**src/rtl/cpu_controller.sv**
```systemverilog
// Moore sequencer for the simple-RISC datapath: one instruction per start pulse,
// decoder register select, datapath strobes and a retired-instruction counter.
module cpu_controller #(
    parameter int CNT_W = 16
) (
    input  logic             clk,
    input  logic             rst,
    input  logic             start,
    input  logic [2:0]       opcode,
    input  logic [1:0]       ALU_op,
    output logic             waiting,
    output logic [1:0]       reg_sel,
    output logic             load_a,
    output logic             load_b,
    output logic             asel,
    output logic             load_c,
    output logic             load_s,
    output logic [1:0]       wb_sel,
    output logic             w_en,
    output logic             bad_instr,
    output logic [CNT_W-1:0] n_retired
);

    localparam logic [2:0] S_WAIT   = 3'd0;
    localparam logic [2:0] S_DECODE = 3'd1;
    localparam logic [2:0] S_WR_IMM = 3'd2;
    localparam logic [2:0] S_LD_A   = 3'd3;
    localparam logic [2:0] S_LD_B   = 3'd4;
    localparam logic [2:0] S_EXEC   = 3'd5;
    localparam logic [2:0] S_WR_REG = 3'd6;

    logic [2:0] state;
    logic [2:0] state_nxt;
    logic [4:0] op;
    logic       is_movi, is_movr, is_mvn, is_add, is_cmp, is_and;
    logic       retire;

    // Sequencing uses only the op captured at start; later IR changes are ignored.
    assign is_movi = (op == 5'b110_10);
    assign is_movr = (op == 5'b110_00);
    assign is_mvn  = (op == 5'b101_11);
    assign is_add  = (op == 5'b101_00);
    assign is_cmp  = (op == 5'b101_01);
    assign is_and  = (op == 5'b101_10);

    assign retire = (state == S_WR_IMM) || (state == S_WR_REG) ||
                    ((state == S_EXEC) && is_cmp);

    always_ff @(posedge clk) begin
        if (rst) begin
            state     <= S_WAIT;
            op        <= '0;
            n_retired <= '0;
        end else begin
            state <= state_nxt;
            if ((state == S_WAIT) && start)
                op <= {opcode, ALU_op};
            if (retire)
                n_retired <= n_retired + CNT_W'(1);
        end
    end

    always_comb begin
        state_nxt = state;
        case (state)
            S_WAIT:   if (start) state_nxt = S_DECODE;
            S_DECODE: begin
                if (is_movi)
                    state_nxt = S_WR_IMM;
                else if (is_movr || is_mvn)
                    state_nxt = S_LD_B;
                else if (is_add || is_cmp || is_and)
                    state_nxt = S_LD_A;
                else
                    state_nxt = S_WAIT;
            end
            S_WR_IMM: state_nxt = S_WAIT;
            S_LD_A:   state_nxt = S_LD_B;
            S_LD_B:   state_nxt = S_EXEC;
            S_EXEC:   state_nxt = is_cmp ? S_WAIT : S_WR_REG;
            S_WR_REG: state_nxt = S_WAIT;
            default:  state_nxt = S_WAIT;
        endcase
    end

    always_comb begin
        waiting   = 1'b0;
        reg_sel   = 2'b00;
        load_a    = 1'b0;
        load_b    = 1'b0;
        asel      = 1'b0;
        load_c    = 1'b0;
        load_s    = 1'b0;
        wb_sel    = 2'b00;
        w_en      = 1'b0;
        bad_instr = 1'b0;
        case (state)
            S_WAIT:   waiting = 1'b1;
            S_DECODE: bad_instr = !(is_movi || is_movr || is_mvn ||
                                    is_add || is_cmp || is_and);
            S_WR_IMM: begin
                reg_sel = 2'b10;
                wb_sel  = 2'b01;
                w_en    = 1'b1;
            end
            S_LD_A: begin
                reg_sel = 2'b10;
                load_a  = 1'b1;
            end
            S_LD_B:   load_b = 1'b1;
            S_EXEC: begin
                asel   = is_movr || is_mvn;
                load_c = !is_cmp;
                load_s = (op[4:2] == 3'b101);
            end
            S_WR_REG: begin
                reg_sel = 2'b01;
                w_en    = 1'b1;
            end
            default:  waiting = 1'b1;
        endcase
    end

endmodule
```
**config.mk**
```make
export PLATFORM = sky130hd
export DESIGN_NAME = cpu_controller
export DESIGN_NICKNAME = d
export VERILOG_FILES = /design/src/rtl/cpu_controller.sv
export SDC_FILE = /design/constraint.sdc
export NUM_CORES = 1
export LEC_CHECK = 0
export CORE_MARGIN = 2
export CORE_UTILIZATION = 42
export CTS_CLUSTER_DIAMETER = 100
export DETAILED_ROUTE_END_ITERATION = 12
export PLACE_DENSITY_LB_ADDON = 0.1
export RECOVER_POWER = 50
export SYNTH_ARGS = -nofsm -noshare
export SYNTH_HDL_FRONTEND = slang
export SYNTH_SLANG_ARGS = --single-unit
export TNS_END_PERCENT = 5
```
**constraint.sdc**
```tcl
create_clock -name clk -period 2 [get_ports clk]
set_clock_uncertainty 0.15 [all_clocks]
set_input_delay 0.2 -clock clk [delete_from_list [all_inputs] [get_ports clk]]
set_output_delay 0.2 -clock clk [all_outputs]
set_load 0.02 [all_outputs]
```
### After elaboration in Yosys (flattened, before gate mapping)

Cells that the tools add are included.

| word-level totals | value |
|---|---|
| bits in registers | 24 |
| bits of input ports | 8 |
| output and inout bits | 28 |
| word-level logic and storage cells | 52 |

| cells by class | value |
|---|---|
| $add $sub $neg | 1 |
| equal/unequal tests | 14 |
| multiplexer cells | 16 |
| reductions and logical operators | 18 |

Operators with widths:

| cell | count |
|---|---|
| 5-bit == test, second input constant | 6 |
| 16-bit by 1-bit adder with 16-bit output, second input constant | 1 |
| 3-bit one-hot mux with 5 select lines | 1 |
| 3-bit == test, second input constant | 4 |
| 3-bit 2-to-1 mux | 4 |
| 1-bit logical OR | 10 |
| 1-bit 2-to-1 mux | 9 |
| 3-bit by 2-bit == test with 1-bit output, second input constant | 2 |
| 6-bit OR reduction | 1 |
| 2-bit one-hot mux with 2 select lines | 1 |
| 2-bit OR reduction | 2 |
| 3-bit by 1-bit == test with 1-bit output, second input constant | 1 |
| 3-bit logical NOT | 1 |
| 1-bit logical AND | 2 |
| 1-bit logical NOT | 2 |
| 2-bit 2-to-1 mux | 1 |
| 2-bit inequality test, second input constant | 1 |

### Depth between registers and ports, before layout

Gate-level depths: netlist of the first run.

| logic depth | value |
|---|---|
| depth in word-level cells | 8 |
| gate-level depth with buffers | 7 |
| mapped depth without buffers | 5 |

### Worst setup path before layout of the first run

Ideal clock, no wire load.

| timing | value |
|---|---|
| path type | reg-to-reg |
| start point | reg n_retired[0] |
| end point | reg n_retired[14] |
| library setup time | 0.070 ns |
| data arrival time | 1.660 ns |
| required time | 1.780 ns |
| path slack | 0.120 ns |
| cell stages (with the launch flop) | 7 |
| period minus slack after synthesis | 1.880 ns |
| cells stage by stage | dfxtp_1 > ha_1 > and2_1 > buf_1 > nand2_1 > or4_1 > a21oi_1 |

| on the way | value |
|---|---|
| longest elaborated chain between the ends | 1 |

Ends and longest elaborated chain:

| element | line | RTL |
|---|---|---|
| start: declaration | 21 | `output logic [CNT_W-1:0] n_retired` |
| start signal: assignment | 59 | `n_retired <= n_retired + CNT_W'(1);` |
| 16-bit by 1-bit adder with 16-bit output | 59 |  |

Every way passes these cells.
A chain may end at the register's enable or synchronous reset.

### Worst setup path in the final report of the first run

| timing | value |
|---|---|
| start point | reg op[3] |
| end point | reg n_retired[5] |

| on the way | value |
|---|---|
| longest elaborated chain between the ends | 3 |

Ends and longest elaborated chain:

| element | line | RTL |
|---|---|---|
| start: declaration | 34 | `logic [4:0] op;` |
| start signal: assignment | 57 | `op <= {opcode, ALU_op};` |
| 5-bit == test | 43 | `assign is_cmp = (op == 5'b101_01);` |
| 1-bit logical AND | 47 | `((state == S_EXEC) && is_cmp);` |
| 1-bit logical OR | 46 | `assign retire = (state == S_WR_IMM) \|\| (state == S_WR_REG) \|\|` |

Every way passes these cells.

==> results of run 1 <==
## logic make-up after synthesis
| kind of cell | Yosys count |
|---|---|
| adder cells (fa/ha/maj) | 1 |
| XOR/XNOR | 1 |
| other | 1 |
| AND/OR/NAND/NOR | 68 |
| AO/OA/AOI/OAI | 38 |
| multiplexers | 6 |
| buffers and inverters | 15 |
| flip-flops | 24 |
## worst max-delay path, stage by stage, from the launching register on
cell and delay [ps]:
dfxtp_2 340, buf_4 130, and3b_2 250, a31oi_1 130, buf_12 180, or4_1 500
a21oi_1 150
## Yosys cell counts, drive strengths merged (2+ instances only)
cell type	n
nor2	14
and2	6
a31oi	2
dfxtp	24
a21oi	16
buf	8
mux2i	6
or4	5
o31ai	5
or3	8
clkbuf	2
and4	2
o21ai	10
and3b	2
nand4	6
nand2	9
nand2b	2
nand3	6
inv	5
## metal layers
metal  up-vias  wire length [um]  GRT usage (%)
li1        639                 -              -
met1       558              1340           23.6
met2        34              1240           28.3
met3         2               140           4.37
met4         0                13           5.19
met5         -                 0              0
## state kept, by name, summed over array words and instances (netlist names)
signal / count
state: 3
n_retired: 16
op: 5
## final cells by class
cell class | instances | area share [%]
Multi-Input combinational cell | 115 | 41.1
Sequential cell | 24 | 28.4
Timing Repair Buffer | 48 | 25.0
Tap cell | 31 | 2.28
Clock buffer | 4 | 2.13
Inverter | 5 | 1.10
## path summary, 6_finish.rpt
check,start,slack (ps),endpoint,cells past startpoint
hold reg to reg,n_retired[14],350,n_retired[14],2
setup reg to reg,op[3],110,n_retired[5],6
setup / recovery,op[3],110,n_retired[5],6
hold / removal,ALU_op[1],340,op[1],3
## power breakdown
group / switching, mW / leakage [nW] / internal (mW) / total (mW)
clock: 0.141 / 0.0210 / 0.111 / 0.252
combinational: 0.0476 / 0.485 / 0.0482 / 0.0958
sequential: 0.00535 / 0.195 / 0.487 / 0.492
total: 0.194 / 0.701 / 0.646 / 0.840
## per-stage QoR
stage	TNS (ps)	util, %
floorplan	0	-
global placement	-55.3	60.7
detailed placement	-85.6	60.7
CTS	-71.2	61.8
global route	0	60.7
finish	0	60.7
## what timing repair did
action,CTS,global route
endpoints found under the setup margin,10,4
setup buffers,0,0
gates resized for setup,15,9
==> impl_metrics.csv, run 1 <==
group,metric,value,unit
detailed_routing,finalWirelength,2740,um
logic_synthesis,synth.mux.area_fraction,4.72,%
die,io_pins,36,
logic_synthesis,postSynthAreaPerCell,8.25,um2
clocking,cts_root_buf,"clkbuf_4",
detailed_routing,wl_per_cell,12.1,um
die,die-height,59.0,um
logic_synthesis,synth-async-reset-ratio,0,%
logic_synthesis,synthSimpleGateAreaFrac,31.2,%
detailed_routing,drc,0,
timing,fmax,0.529,GHz
placement,io_buffers,34,
logic_synthesis,yosys.area_share.adder,0.984,%
logic_synthesis,post-synth-top-area-cell,"dfxtp_1",
logic_synthesis,ys.warnings.count,0,
detailed_routing,drt_first_iter_violations,62,
logic_synthesis,syn-cell-area,1270,um2
global_route,grt.overflow.total,0,
final_layout,final_nets,206,
timing,drv_slew,0,
placement,place_ws,-85.6,ps
run,max-cap-violations,0,
pwr,powerDensity,494,nW/um2
final_layout,fill_cells,270,
global_route,antenna_found_initial,0,
timing,whs,345,ps
clocking,ctsHtreeMaxLevel,1,
final_layout,layout_commonest_cell,"dfxtp_1",
global_route,grt.total_usage,17.6,%
final_layout,final_cell_mix,"dfxtp_1 (22), a21oi_1 (16), nor2_1 (13), clkdlybuf4s50_1 (13), buf_4 (13)",
final_layout,drive_gt1_share,13.3,%
clocking,cts_tree,"yes",
run_status,status,"completed",
logic_synthesis,synth-compound-area-share,17.8,%
worst_hold_path,min-delay-path-class,"in2reg",
global_route,grt_pass1_wl,4850,um
logic_synthesis,yosysSeqAreaShare,37.8,%
detailed_routing,first_pass_iters,4,
timing,period_minus_slack,1890,ps
global_route,grt_max_degree,31,
placement,gp_congestion,0.769,
final_layout,antennaDiodeCount,0,
clocking,cts_buffers,3,
clocking,cts_buffer_depth,2,
detailed_routing,ant_nets,0,
logic_synthesis,synth_top_family_by_area,"simple AND/OR/NAND/NOR gates",
timing,hold_viol_final,0,
detailed_routing,vias,1233,
final_layout,multi_input_area,699,um2
placement,hpwl,2050,um
logic_synthesis,synth_edf_count,0,
timing,rsz0062_at_grt,"no",
worst_setup_path,critPathCaptureType,"flop",
placement,placed_area,1700,um2
logic_synthesis,yosysTopAreaCellShare,37.8,%
pwr,leakage,0.701,nW
detailed_routing,viasPerCell,5.43,
logic_synthesis,yosys_most_used_dff,"dfxtp_1",
timing,fin_crit_sh,94.6,%
final_layout,ff_latch_area,483,um2
logic_synthesis,synth_xor_area_share,0.689,%
logic_synthesis,synth_fp_nets,163,
logic_synthesis,netlist_instances,154,
die,core,2810,um2
clocking,cts_hold_buf,0,
pwr,finalPower,0.840,mW
die,placementRows,19,
worst_setup_path,required,2100,ps
global_route,grt_pass1_vias,1134,
worst_setup_path,crit_fanout,30,
worst_setup_path,arrival,2000,ps
logic_synthesis,netlist_top_cells_area,"dfxtp_1 (38%), a21oi_1 (6.3%), mux2i_1 (4.7%)",
die,die-area,3480,um2
clocking,clock_sinks,24,
die,start_util,45.3,%
logic_synthesis,synth_seq_cells,24,
worst_setup_path,start_kind,"flop",
placement,dpl.cell_count,223,
timing,setup_slack,108,ps
timing,setup_viol,0,
clocking,path_clk_slew,130,ps
clocking,clk_latency,310,ps
final_layout,stdcell_area,1700,um2
logic_synthesis,synth_cell_types,41,
die,die_x,59.0,um
final_layout,finalNonFillerCells,227,
worst_setup_path,crit_type,"reg2reg",
final_layout,area_delta_synth_final,33.9,%
pwr,vdd_drop_max,277,uV
(Power assumes the default switching activity.)
==> inputs of run 2 (changes only) <==
--- a/config.mk
+++ b/config.mk
@@ -5,7 +5,6 @@
 export SDC_FILE = /design/constraint.sdc
 export NUM_CORES = 1
 export LEC_CHECK = 0
-export CORE_MARGIN = 2
 export CORE_UTILIZATION = 42
 export CTS_CLUSTER_DIAMETER = 100
 export DETAILED_ROUTE_END_ITERATION = 12
==> impl_metrics.csv, run 2 (synthesized netlist as in run 1, its figures left out) <==
group,metric,value,unit
timing,rsz0062_at_grt,"yes",
worst_setup_path,path_cells,"or3b_2, o22ai_2, and3_1, buf_2",
clocking,cts_root_buf,"clkbuf_4",
die,die_x,57.0,um
timing,setup_viol,0,
clocking,clock_sinks,24,
global_route,antenna_found_initial,0,
detailed_routing,drt_first_iter_violations,67,
global_route,grt.total_usage,20.3,%
pwr,leakage,0.716,nW
global_route,grt_pass1_vias,1200,
clocking,cts_buffers,3,
detailed_routing,vias,1250,
final_layout,largest_register_ffs,16,
timing,fmax,0.514,GHz
worst_setup_path,critPathCaptureType,"primary output",
final_layout,postLayoutCoreUtil,61.1,%
final_layout,stdcell_area,1710,um2
global_route,grt.overflow.total,0,
clocking,path_clk_slew,110,ps
clocking,post_cts_buffers,0,
run_status,violations,"DRC",
worst_setup_path,crit_fanout,2,
global_route,busiest_layer,"met2",
clocking,ctsHtreeMaxLevel,1,
timing,fin_crit_sh,97.3,%
worst_setup_path,start_kind,"flop",
die,io_pins,36,
worst_setup_path,crit_type,"reg2out",
clocking,cts_buffer_depth,2,
worst_setup_path,required,1650,ps
placement,placed_area,1700,um2
placement,hpwl,2150,um
timing,final.setup.tns,0,ps
worst_hold_path,min-delay-path-class,"in2reg",
run,max-cap-violations,0,
worst_setup_path,cp_slowest_cell,"or3b_2",
die,die-height,57.0,um
worst_setup_path,arrival,1600,ps
global_route,use_met3,4.08,%
global_route,use_met1,26.2,%
detailed_routing,wl_per_cell,12.5,um
timing,period_minus_slack,1950,ps
die,core,2810,um2
global_route,grt_max_degree,31,
run_status,status,"complete, but fails checks",
timing,hold_viol_final,0,
detailed_routing,drc,5,
placement,io_buffers,34,
global_route,use_met2,34.1,%
clocking,clk_latency,310,ps
final_layout,antennaDiodeCount,0,
timing,whs,360,ps
clocking,cts_tree,"yes",
worst_setup_path,cp_top_family,"simple AND/OR/NAND/NOR gates",
detailed_routing,finalWirelength,2830,um
timing,drv_slew,0,
final_layout,largestRegisters,"n_retired x16, op x5, state x3",
final_layout,area_delta_synth_final,34.7,%
die,start_util,45.3,%
pwr,vdd_drop_max,309,uV
global_route,grt_pass1_wl,5220,um
placement,gp_congestion,0.782,
worst_setup_path,crit_path_max_incr_delay,490,ps
final_layout,largest_register,"n_retired",
final_layout,drive_gt1_share,13.3,%
detailed_routing,first_pass_iters,8,
die,die-area,3250,um2
pwr,powerDensity,464,nW/um2
final_layout,final_cell_mix,"clkdlybuf4s50_1 (23), dfxtp_1 (23), a21oi_1 (16)",
final_layout,final_nets,206,
final_layout,fill_cells,260,
die,placementRows,19,
worst_setup_path,cp_num_buf_inv,1,
detailed_routing,viasPerCell,5.53,
worst_setup_path,reg2reg_slack,70,ps
detailed_routing,ant_nets,0,
[run 2: changes by cell type in the layout (fill, tap and decap cells not counted), moves of 2 or more]
cell / previous run / this run
dlymetal6s2s_1: 0 / 3
buf_4: 13 / 11
dlygate4sd3_1: 10 / 0
clkbuf_1: 3 / 1
clkdlybuf4s50_1: 13 / 23
[run 2: what timing repair did]
item | 4_1_cts | 5_1_grt
pin swaps | 0 | 1
endpoints found under the setup margin | 9 | 8
gates resized for setup | 15 | 6
hold endpoints to repair | 0 | 0
hold buffers | 0 | 0
[run 2: layout make-up]
class / count / area [um2] / share of cell area (%)
Clock buffer: 3 / 22.5 / 1.31
Inverter: 5 / 18.8 / 1.10
Multi-Input combinational cell: 115 / 709 / 41.4
Sequential cell: 24 / 482 / 28.1
Tap cell: 31 / 38.8 / 2.26
Timing Repair Buffer: 48 / 442 / 25.8
[run 2: worst reg2reg max path: cells and delay by family, from the launching register on]
| family | cells | cell delay [ps] |
|---|---|---|
| simple gates | 2 | 750 |
| flops | 1 | 340 |
| buf+inv | 2 | 370 |
| compound gates | 2 | 270 |
[run 2: report_power, final]
part	leakage, nW	switching (mW)	internal [mW]
sequential	0.195	0.00542	0.487
combinational	0.507	0.0478	0.0489
clock	0.0138	0.135	0.0703
total	0.716	0.188	0.606
[run 2: worst paths after layout]
path | startpoint | to | depth (start not counted)
worst max-delay path | op[0] | asel | 4
worst min-delay path | opcode[1] | op[3] | 3
worst max register to register | state[2] | n_retired[5] | 6
worst min register to register | n_retired[14] | n_retired[14] | 2
[run 2: metrics by stage]
stage | instances | power, mW | setup WS [ps]
6_report | 226 | 0.794 | 53.0
5_1_grt | 226 | 0.844 | -70.1
4_1_cts | 226 | 0.810 | -40.4
3_5_place_dp | 223 | 0.604 | -101
3_3_place_gp | 223 | 0.602 | -51.0
2_1_floorplan | 154 | 0.556 | 120
[run 2: metal layers]
layer	wire length (um)	part of all wire, %
met1	1330	47
met5	0	0
met2	1370	48
met3	120	4.2
met4	17	0.60
==> inputs of run 3 (changes only) <==
==> constraint.sdc (replaced) <==
create_clock -name clk -period 2.1 [get_ports clk]
set_clock_uncertainty 0.15 [all_clocks]
set_input_delay 0.21 -clock clk [delete_from_list [all_inputs] [get_ports clk]]
set_output_delay 0.21 -clock clk [all_outputs]
set_load 0.02 [all_outputs]
==> impl_metrics.csv, run 3 (synthesized netlist as in run 1, its figures left out) <==
group,metric,value,unit
clocking,cts_root_buf,"clkbuf_4",
final_layout,largestRegisters,"n_retired x16, op x5, state x3",
timing,setup_viol,0,
die,die_x,57.0,um
worst_setup_path,cp_top_family,"simple AND/OR/NAND/NOR gates",
placement,gp_congestion,0.784,
placement,io_buffers,34,
worst_setup_path,r2r-end,"n_retired[11]",
pwr,leakage,0.663,nW
clocking,cts_hold_buf,0,
final_layout,ff_latch_area,482,um2
final_layout,layout_commonest_cell,"dfxtp_1",
worst_setup_path,required,1740,ps
timing,drv_slew,0,
worst_setup_path,reg2reg_depth,6,
timing,rsz0062_at_grt,"yes",
placement,hpwl,2040,um
die,die-area,3250,um2
worst_setup_path,reg2reg_slack,210,ps
worst_setup_path,cp_slowest_cell,"or3b_2",
global_route,grt_pass1_wl,4970,um
pwr,finalPower,0.897,mW
clocking,cts_tree,"yes",
worst_hold_path,holdPathEnd,"n_retired[6]",
final_layout,multi_input_area,697,um2
worst_setup_path,path_cells,"or3b_2, buf_4, nand2_1, a21boi_0, clkdlybuf4s15_1",
pwr,pwr-share-comb,9.6,%
detailed_routing,first_pass_iters,8,
detailed_routing,drc,4,
die,die-height,57.0,um
final_layout,postLayoutCoreUtil,60.4,%
run,max-cap-violations,0,
final_layout,stdcell_area,1690,um2
timing,final.setup.tns,0,ps
clocking,cts_buffers,3,
clocking,cts_buffer_depth,2,
clocking,path_clk_slew,150,ps
timing,fmax,0.489,GHz
worst_setup_path,crit_type,"reg2out",
global_route,grt_max_degree,31,
placement,placed_area,1680,um2
final_layout,final_cell_mix,"dfxtp_1 (23), clkdlybuf4s50_1 (19), a21oi_1 (16)",
detailed_routing,ant_nets,0,
worst_setup_path,crit_cells,5,
clocking,cts_resized,8,
detailed_routing,wl_per_cell,12.5,um
detailed_routing,viasPerCell,5.56,
timing,hold_viol_final,0,
worst_setup_path,crit_path_max_incr_delay,470,ps
final_layout,largest_register,"n_retired",
die,io_pins,36,
timing,period_minus_slack,2040,ps
worst_setup_path,r2r-start,"state[2]",
die,placementRows,19,
detailed_routing,drt_first_iter_violations,37,
worst_setup_path,cp_num_buf_inv,2,
final_layout,largest_register_ffs,16,
pwr,internal_power,0.700,mW
final_layout,drive_gt1_share,9.84,%
pwr,switching_share,21.9,%
pwr,vdd_drop_max,349,uV
worst_setup_path,arrival,1680,ps
pwr,clkPwrFrac,37.9,%
worst_setup_path,critPathCaptureType,"primary output",
global_route,antenna_found_initial,0,
detailed_routing,finalWirelength,2810,um
final_layout,area_delta_synth_final,33.3,%
clocking,ctsHtreeMaxLevel,1,
worst_hold_path,whs_path_depth,2,
worst_setup_path,start_kind,"flop",
pwr,powerDensity,529,nW/um2
final_layout,final_nets,203,
clocking,clk_latency,310,ps
timing,fin_crit_sh,97.4,%
pwr,p_switching,0.197,mW
final_layout,antennaDiodeCount,0,
pwr,pwr-share-seq,52.4,%
worst_hold_path,min-delay-path-class,"reg2reg",
final_layout,fill_cells,265,
clocking,post_cts_buffers,0,
die,start_util,45.3,%
run_status,violations,"DRC",
worst_setup_path,crit_fanout,2,
run_status,status,"complete, but fails checks",
clocking,clock_sinks,24,
global_route,grt.total_usage,19.4,%
worst_hold_path,min-delay-start,"n_retired[6]",
global_route,grt.overflow.total,0,
die,core,2810,um2
global_route,grt_pass1_vias,1158,
detailed_routing,vias,1246,
[run 3: cell count changes in the layout (fill, tap and decap cells not counted), sizes merged]
cell           previous run  this run
bufinv                    0         1
clkbuf                    6         8
clkdlybuf4s50            23        19
dlygate4sd2               6         4
buf                      13         9
clkdlybuf4s15             0         1
dlygate4sd3               0         7
dlymetal6s2s              3         0
[run 3: layer usage]
layer	vias up	global-route usage, %	share of wire (%)
li1	630	-	-
met1	585	24.1	48
met2	27	32.3	46
met3	4	3.63	3.5
met4	0	9.41	1.9
met5	-	0	0
[run 3: worst reg2reg max path, delay by kind of cell, from the launching register on]
family          cells  cell delay [ps]
flops               1              350
simple gates        2              730
buf+inv             2              340
compound gates      2              290
[run 3: power by group through the flow]
stage	logic, mW	registers (mW)	clock network [mW]
2_1_floorplan	0.0478	0.481	0
3_3_place_gp	0.0903	0.479	0
3_5_place_dp	0.0915	0.480	0
4_1_cts	0.0898	0.470	0.349
5_1_grt	0.0965	0.472	0.374
6_report	0.0864	0.470	0.340
[run 3: layout make-up]
type | count | area share [%]
well taps | 31 | 2.29
flip-flops and latches | 24 | 28.4
multi-input cells | 115 | 41.1
clock inverters | 1 | 1.77
clock buffers | 3 | 1.33
repair buffers | 45 | 23.9
inverters | 5 | 1.11
[run 3: how the worst max path moves through the flow]
stage / startpoint / end / slack, ps
after floorplan: n_retired[0] / n_retired[14] / 220
after global placement: op[0] / asel / 40
after detailed placement: op[0] / asel / 20
after CTS: op[0] / asel / -50
after global routing: op[0] / bad_instr / -30
final: op[0] / bad_instr / 60
[run 3: per-stage QoR]
| step | instances | hold slack (ps) | setup WS (ps) |
|---|---|---|---|
| 2_1_floorplan | 154 | 207 | 220 |
| 3_3_place_gp | 220 | 327 | 36.9 |
| 3_5_place_dp | 220 | 341 | 24.4 |
| 4_1_cts | 224 | 354 | -50.5 |
| 5_1_grt | 224 | 363 | -26.0 |
| 6_report | 224 | 356 | 55.1 |
